===== config.mk =====
export PLATFORM = sky130hd
export DESIGN_NAME = multicycle_ctrl
export DESIGN_NICKNAME = d
export VERILOG_FILES = /design/src/rtl/multicycle_ctrl.sv
export SDC_FILE = /design/constraint.sdc
export NUM_CORES = 1
export LEC_CHECK = 0
export CORE_MARGIN = 10
export CORE_UTILIZATION = 34
export CTS_CLUSTER_DIAMETER = 40
export DETAILED_ROUTE_END_ITERATION = 12
export PLACE_DENSITY = 0.8
export REMOVE_ABC_BUFFERS = 1
export SLEW_MARGIN = 20
export SYNTH_ARGS = -nofsm -noshare
export SYNTH_HDL_FRONTEND = slang
export SYNTH_SLANG_ARGS = --single-unit

===== constraint.sdc =====
create_clock -name clk -period 1.4 [get_ports clk]
set_input_delay 0.14 -clock clk [delete_from_list [all_inputs] [get_ports clk]]
set_output_delay 0.14 -clock clk [all_outputs]
set_load 0.01 [all_outputs]

===== src/rtl/multicycle_ctrl.sv =====
// Multicycle CPU control FSM: FETCH/DECODE/EXEC/MEM/WB/HALT with a memory handshake.
// Optional performance counters are enabled by defining MULTICYCLE_CTRL_PERF_EN.
module multicycle_ctrl (
  input  logic        clk,
  input  logic        rst,
  input  logic [5:0]  opcode,
  input  logic        mem_ready,
  output logic        mem_req,
  output logic        mem_read,
  output logic        mem_write,
  output logic        ir_write,
  output logic        pc_write,
  output logic        pc_write_cond,
  output logic        pc_src_jump,
  output logic        reg_write,
  output logic        wb_sel,
  output logic        reg_dst,
  output logic        alu_src,
  output logic [1:0]  alu_op,
  output logic [2:0]  state,
  output logic        instr_done,
  output logic        halted,
  output logic        illegal,
  output logic [31:0] cycle_cnt,
  output logic [31:0] instr_cnt
);

  typedef enum logic [2:0] {
    S_FETCH  = 3'd0,
    S_DECODE = 3'd1,
    S_EXEC   = 3'd2,
    S_MEM    = 3'd3,
    S_WB     = 3'd4,
    S_HALT   = 3'd5
  } state_t;

  localparam logic [5:0] OP_R    = 6'b000000;
  localparam logic [5:0] OP_ADDI = 6'b000001;
  localparam logic [5:0] OP_LW   = 6'b000010;
  localparam logic [5:0] OP_SW   = 6'b000011;
  localparam logic [5:0] OP_BEQ  = 6'b000100;
  localparam logic [5:0] OP_J    = 6'b000101;
  localparam logic [5:0] OP_HLT  = 6'b111111;

  localparam logic [1:0] ALU_ADD   = 2'd0;
  localparam logic [1:0] ALU_FUNCT = 2'd1;
  localparam logic [1:0] ALU_CMP   = 2'd2;

  state_t     state_q, state_d;
  logic [5:0] op_q;
  logic       illegal_q, illegal_d;

  // NOTE: sequential state uses non-blocking assignments so every flop samples pre-edge values.
  always_ff @(posedge clk) begin
    if (rst) begin
      state_q   <= S_FETCH;
      op_q      <= '0;
      illegal_q <= 1'b0;
    end else begin
      state_q   <= state_d;
      illegal_q <= illegal_d;
      if (state_q == S_DECODE) op_q <= opcode;
    end
  end

  // NOTE: every combinational output gets a default first so no path can infer a latch.
  always_comb begin
    state_d   = state_q;
    illegal_d = illegal_q;
    case (state_q)
      S_FETCH:  if (mem_ready) state_d = S_DECODE;
      S_DECODE: begin
        case (opcode)
          OP_R, OP_ADDI, OP_LW, OP_SW, OP_BEQ, OP_J: state_d = S_EXEC;
          OP_HLT:  state_d = S_HALT;
          default: begin
            state_d   = S_HALT;
            illegal_d = 1'b1;
          end
        endcase
      end
      S_EXEC: begin
        case (op_q)
          OP_R, OP_ADDI: state_d = S_WB;
          OP_LW, OP_SW:  state_d = S_MEM;
          default:       state_d = S_FETCH;
        endcase
      end
      S_MEM:    if (mem_ready) state_d = (op_q == OP_LW) ? S_WB : S_FETCH;
      S_WB:     state_d = S_FETCH;
      S_HALT:   state_d = S_HALT;
      default: begin
        state_d   = S_HALT;
        illegal_d = 1'b1;
      end
    endcase
  end

  // Reset forces every output low, including the displayed state.
  always_comb begin
    mem_req       = 1'b0;
    mem_read      = 1'b0;
    mem_write     = 1'b0;
    ir_write      = 1'b0;
    pc_write      = 1'b0;
    pc_write_cond = 1'b0;
    pc_src_jump   = 1'b0;
    reg_write     = 1'b0;
    wb_sel        = 1'b0;
    reg_dst       = 1'b0;
    alu_src       = 1'b0;
    alu_op        = ALU_ADD;
    instr_done    = 1'b0;
    halted        = 1'b0;
    illegal       = 1'b0;
    state         = 3'd0;
    if (!rst) begin
      state   = state_q;
      illegal = illegal_q;
      case (state_q)
        S_FETCH: begin
          mem_req  = 1'b1;
          mem_read = 1'b1;
          if (mem_ready) begin
            ir_write = 1'b1;
            pc_write = 1'b1;
          end
        end
        S_EXEC: begin
          case (op_q)
            OP_R: alu_op = ALU_FUNCT;
            OP_ADDI, OP_LW, OP_SW: alu_src = 1'b1;
            OP_BEQ: begin
              alu_op        = ALU_CMP;
              pc_write_cond = 1'b1;
              instr_done    = 1'b1;
            end
            OP_J: begin
              pc_write    = 1'b1;
              pc_src_jump = 1'b1;
              instr_done  = 1'b1;
            end
            default: ;
          endcase
        end
        S_MEM: begin
          mem_req   = 1'b1;
          mem_read  = (op_q == OP_LW);
          mem_write = (op_q == OP_SW);
          if (mem_ready && op_q == OP_SW) instr_done = 1'b1;
        end
        S_WB: begin
          reg_write  = 1'b1;
          wb_sel     = (op_q == OP_LW);
          reg_dst    = (op_q == OP_R);
          instr_done = 1'b1;
        end
        S_HALT:  halted = 1'b1;
        default: ;
      endcase
    end
  end

`ifdef MULTICYCLE_CTRL_PERF_EN
  logic [31:0] cycle_q, instr_q;

  // Both counters wrap naturally at 32 bits; HALT cycles are not counted.
  always_ff @(posedge clk) begin
    if (rst) begin
      cycle_q <= '0;
      instr_q <= '0;
    end else begin
      if (state_q != S_HALT) cycle_q <= cycle_q + 32'd1;
      if (instr_done)        instr_q <= instr_q + 32'd1;
    end
  end

  assign cycle_cnt = rst ? 32'd0 : cycle_q;
  assign instr_cnt = rst ? 32'd0 : instr_q;
`else
  assign cycle_cnt = 32'd0;
  assign instr_cnt = 32'd0;
`endif

endmodule


# --- After elaboration in Yosys (flattened, before gate mapping) ---
# Index checks and enable logic that the tools add are counted.
op_classes:
  eq_ne: 19
  n_mux: 45
  n_bitwise: 1
  n_reduce_logical: 14
op_table:
  columns: ["op", "n"]
  rows:
  - ["$mux 1", 31]
  - ["$eq 6x2->1 const B", 4]
  - ["$eq 6x3->1 const B", 4]
  - ["$mux 3", 5]
  - ["$pmux 3 s5", 1]
  - ["$eq 6x1->1 const B", 2]
  - ["$logic_not 6->1", 2]
  - ["$reduce_or 2->1", 4]
  - ["$reduce_or 7->1", 1]
  - ["$eq 3x2->1 const B", 2]
  - ["$eq 3x3->1 const B", 2]
  - ["$eq 6x6->1 const B", 1]
  - ["$ne 2x2->1 const B", 3]
  - ["$pmux 1 s2", 3]
  - ["$pmux 3 s2", 1]
  - ["$reduce_or 6->1", 1]
  - ["$reduce_or 5->1", 1]
  - ["$mux 2", 2]
  - ["$pmux 2 s2", 1]
  - ["$reduce_and 2->1", 2]
  - ["$eq 3x1->1 const B", 1]
  - ["$logic_not 3->1", 1]
  - ["$pmux 1 s3", 1]
  - ["$reduce_or 3->1", 1]
  - ["2 further kinds", 2]
word_totals:
  ff_bits: 10
  inputBits: 9
  output_inout_bits: 83
  elab_cells: 82

# --- Longest topological paths before layout ---
logic_depth:
  depth_word: 5
  ltp_mapped: 5
  ltp_nobuf: 3

# --- Least setup slack after synthesis ---
# OpenSTA, ideal clock, no wires.
synth_timing:
  kind: "flip-flop to output port"
  startpoint: "reg op_q[5]"
  endpoint: "out instr_done"
  t_arrival_ns: 1.155
  t_required_ns: 1.260
  slack_ns: 0.105
  path_stages_with_launch: 4
  path_cell_list: "dfxtp_1 > nor4_4 > nand4_1 > o221ai_1"
synth_between:
  elab_chain_cells: 5
  elab_cells_between_ends: 9
  classes_between: "3 x eq/ne; 4 x mux; 2 x reduce/logical"
synth_lines:
  columns: ["item", "line", "rtl"]
  rows:
  - ["from (decl)", "50", "logic [5:0] op_q;"]
  - ["from (signal assigned)", "62", "if (state_q == S_DECODE) op_q <= opcode;"]
  - ["$eq 6x3->1 or $eq 6x2->1 (tied branches)", "130, 150", null]
  - ["$reduce_or 2->1 (no source line) or $logic_and 1x1->1 (tied branches)", null, null]
  - ["$mux 1 (on tied branches)", "130, 150", null]
  - ["$pmux 1 s3 (*)", "120", "case (state_q)"]
  - ["$mux 1 (*)", "117", "if (!rst) begin"]
  - ["to (decl)", "21", "output logic instr_done,"]
# Every way passes the cells marked *; elsewhere a longest branch is shown, timed or not.

# --- Final worst setup path ---
layout_timing:
  startpoint: "reg op_q[5]"
  endpoint: "out alu_op[0]"
layout_between:
  elab_chain_cells: 4
  elab_cells_between_ends: 5
  classes_between: "1 x eq/ne; 3 x mux; 1 x reduce/logical"
layout_lines:
  columns: ["item", "line", "rtl"]
  rows:
  - ["$eq 6x3->1 or $logic_not 6->1 (tied branches)", "130", "case (op_q)"]
  - ["$pmux 2 s2 (*)", "130", null]
  - ["$mux 2 (*)", "120", null]
  - ["$mux 2 (*)", "117", null]
  - ["to (decl)", "19", "output logic [1:0] alu_op,"]
# Marks and branches as above.

==> metrics.md <==
| Metric | Value |
|---|---|
| Post-synth top area share | slightly below 40% |
| Syn avg cell area | between 7 and 8 µm² |
| Total power draw | ~0.0011 W |
| Starting Density | 36.06% |
| Most common cell on crit path | buf_4 |
| R2R Setup Slk | -0.03 ns |
| Peak supply drop | about 0.00055 V |
| Hold Path Class | in -> reg |
| Min Hold Slack | between 0.4 and 0.5 ns |
| Failing checks | negative setup slack |
| Slowest-stage cell, CP | dfxtp_4 |
| Root buffer cell | clkbuf_8 |
| Clk buf depth | 2 |
| Drt wl/cell | around 13 µm |
| Io pins | 92 |
| CP Launch Type | flop |
| Placer Congestion | roughly 0.8 |
| DR DRC count | 0 |
| Predominant post-synthesis flop cell | dfxtp_1 |
| Status | finished, violations left |
| Endpoints failing hold | 0 |
| CTS Hold Bufs | 0 |
| Leak | between 0.8 and 0.9 nW |
| Clk slew on worst S/H paths | 0.04 ns |
| Maximum clock rate | just over 0.6 GHz |
| Crit path buf inv count | 3 |
| Synth top area cells | buf_4 (39%), dfxtp_1 (16%), mux2i_1 (4.8%) |
| Reg2reg path depth | 7 |
| Post-Place Setup Slack | -0.6361 ns |
| Drt first pass iters | 3 |
| Critical Path RT | about 1.3 ns |
| Final #Nets | between 200 and 250 |
| Core region area | 3442 µm² |
| Min cycle time layout | around 1.6 ns |
| Final Util | between 40 and 50% |
| Vias in the first global route | 1070 |
| Post-synthesis async set-or-reset flop share | 0% |
| Die outline width | around 80 µm |
| Post-DP HPWL | between 2000 and 3000 µm |
| Post-synth EDFFs | 0 |
| H-tree depth | 1 |
| N_diodes | 0 |
| Power per cell area | roughly 650 nW/µm² |
| Cells after synthesis | around 160 |
| Largest net degree at the start of global routing | 10 |
| TritonCTS Buffers | 3 |
| Setup Crit Path Kind | reg -> out |
| Gr ovfl total | 0 |
| Max cap viols | 0 |
| TritonCTS Sinks | 10 |
| Crit-path max FO | 3 |
| Routed wire length | about 3500 µm |
| Commonest non-fill, non-tap cell in the layout | conb_1 |
| Final worst slack | -0.2465 ns |
| Share of cells above drive strength 1 | 41.28% |
| I/O Buffers | 27 |
| Final period utilization | 117.6% |
| Synth warnings | 0 |
| Yosys top cell by area | buf_4 |
| Site Rows | 21 |
| Via density | roughly 4.1 |
| Most frequent cells in the layout | conb_1 (64), buf_4 (31), buf_2 (15) |
| Max incr delay on CP | approximately 0.34 ns |
| DRT iter0 DRCs | 27 |
| Register area share after synthesis | between 15 and 20% |
| CTS tree | done |
| Total die area | 6467 µm² |
| Top delay family on crit path | simple AND/OR/NAND/NOR gates |
| Slew Limit Fails | 0 |
| Initial antenna violation count | 0 |
| Filler cells | around 330 |
| ANT nets after route | 0 |
| Critical path arrival | about 1.5 ns |
| Global-route wire length before repair | between 5000 and 6000 µm |
| CP cell instances | nor4_4 > buf_4 > buf_4 > nand2_2 > nor3_2 > buf_2 |
| Clock latency on the worst-skew pair | 0.23 ns |
| Setup crit end kind | primary output |
| Skew final | about 0.0019 ns |
| Unrepaired setup endpoints after global routing | true |
| Die Ht | just over 80 µm |
| Setup TNS | -2.122 ns |
| Distinct cell type count after synthesis | 35 |
| Worst Hold Path Cells | 3 |
| Final setup fails | 17 |
| Register bit count reported by yosys | 10 |
| Syn-to-layout area delta | 34.58% |
| WP depth | 6 |
| Total number of vias | around 1100 |
| GRT Overall Usage | under 10% |
| Mapped cell area | roughly 1200 µm² |
-- cell type report --
class,instances,area (µm²),area share [%]
clock buffers,3,41.29,2.472
inverters,7,28.78,1.723
multi-input cells,133,815.8,48.84
flip-flops and latches,10,211.5,12.66
well taps,46,57.56,3.446
repair buffers,65,515.5,30.86
-- power breakdown --
part           total [W]  switching, W  internal, W  leakage, nW
Sequential      0.000331     0.0000250     0.000306       0.0846
Combinational   0.000458      0.000256     0.000202        0.744
Clock           0.000289      0.000102     0.000187       0.0216
Total            0.00108      0.000383     0.000695        0.850
-- synthesized netlist by cell type (2+ instances only) --
master	number
a21oi_1	4
a31oi_1	2
buf_2	5
buf_4	65
clkbuf_1	2
dfxtp_1	10
inv_1	7
mux2i_1	6
nand2_1	4
nand3_1	4
nand4_1	3
nor2_1	15
nor2b_1	3
nor3_1	7
o21ai_0	2
-- tightest hold or removal path, stage by stage --
cell and delay, ns:
dlygate4sd2_1 0.30, buf_6 0.18, a221oi_2 0.05
-- state kept, by name (all words and copies together) (netlist names) --
register   cells
state_q        3
illegal_q      1
op_q           6
-- path summary, 6_finish.rpt --
| check | end | startpoint |
|---|---|---|
| max | alu_op[0] | op_q[5] |
| min | state_q[0] | rst |
| max reg2reg | op_q[3] | state_q[2] |
| min reg2reg | illegal_q | illegal_q |
-- per-layer routing --
| metal | wire [µm] | global-route usage, % | up-vias |
|---|---|---|---|
| li1 | - | - | 529 |
| met3 | 211 | 2.004 | 4 |
| met2 | 1850 | 17.20 | 45 |
| met4 | 29 | 3.169 | 0 |
| met1 | 1411 | 10.77 | 494 |
| met5 | 0 | 0 | - |
-- cell families (layout without fill, tap and decap cells) --
| kind of cell | Yosys count | in the layout | synth area share [%] |
|---|---|---|---|
| and+or+nand+nor | 46 | 46 | 22.58 |
| AOI/OAI and AO/OA | 17 | 17 | 12.10 |
| other | 1 | 64 | 0.3021 |
| DFF | 10 | 10 | 16.13 |
| buffers and inverters | 79 | 75 | 44.05 |
| muxes | 6 | 6 | 4.839 |
-- per-stage QoR --
step,std cells,instance area (µm²)
finish,264,1670
global route,264,1670
CTS,259,1570
detailed placement,251,1495
global placement,251,1495
floorplan,150,957.2
-- timing repair --
item                                    4_1_cts  5_1_grt
endpoints found under the setup margin       19       24
gates resized for setup                     101       22
pin swaps                                     4        7
buffers inserted                              5        6
(Power assumes the default switching activity.)
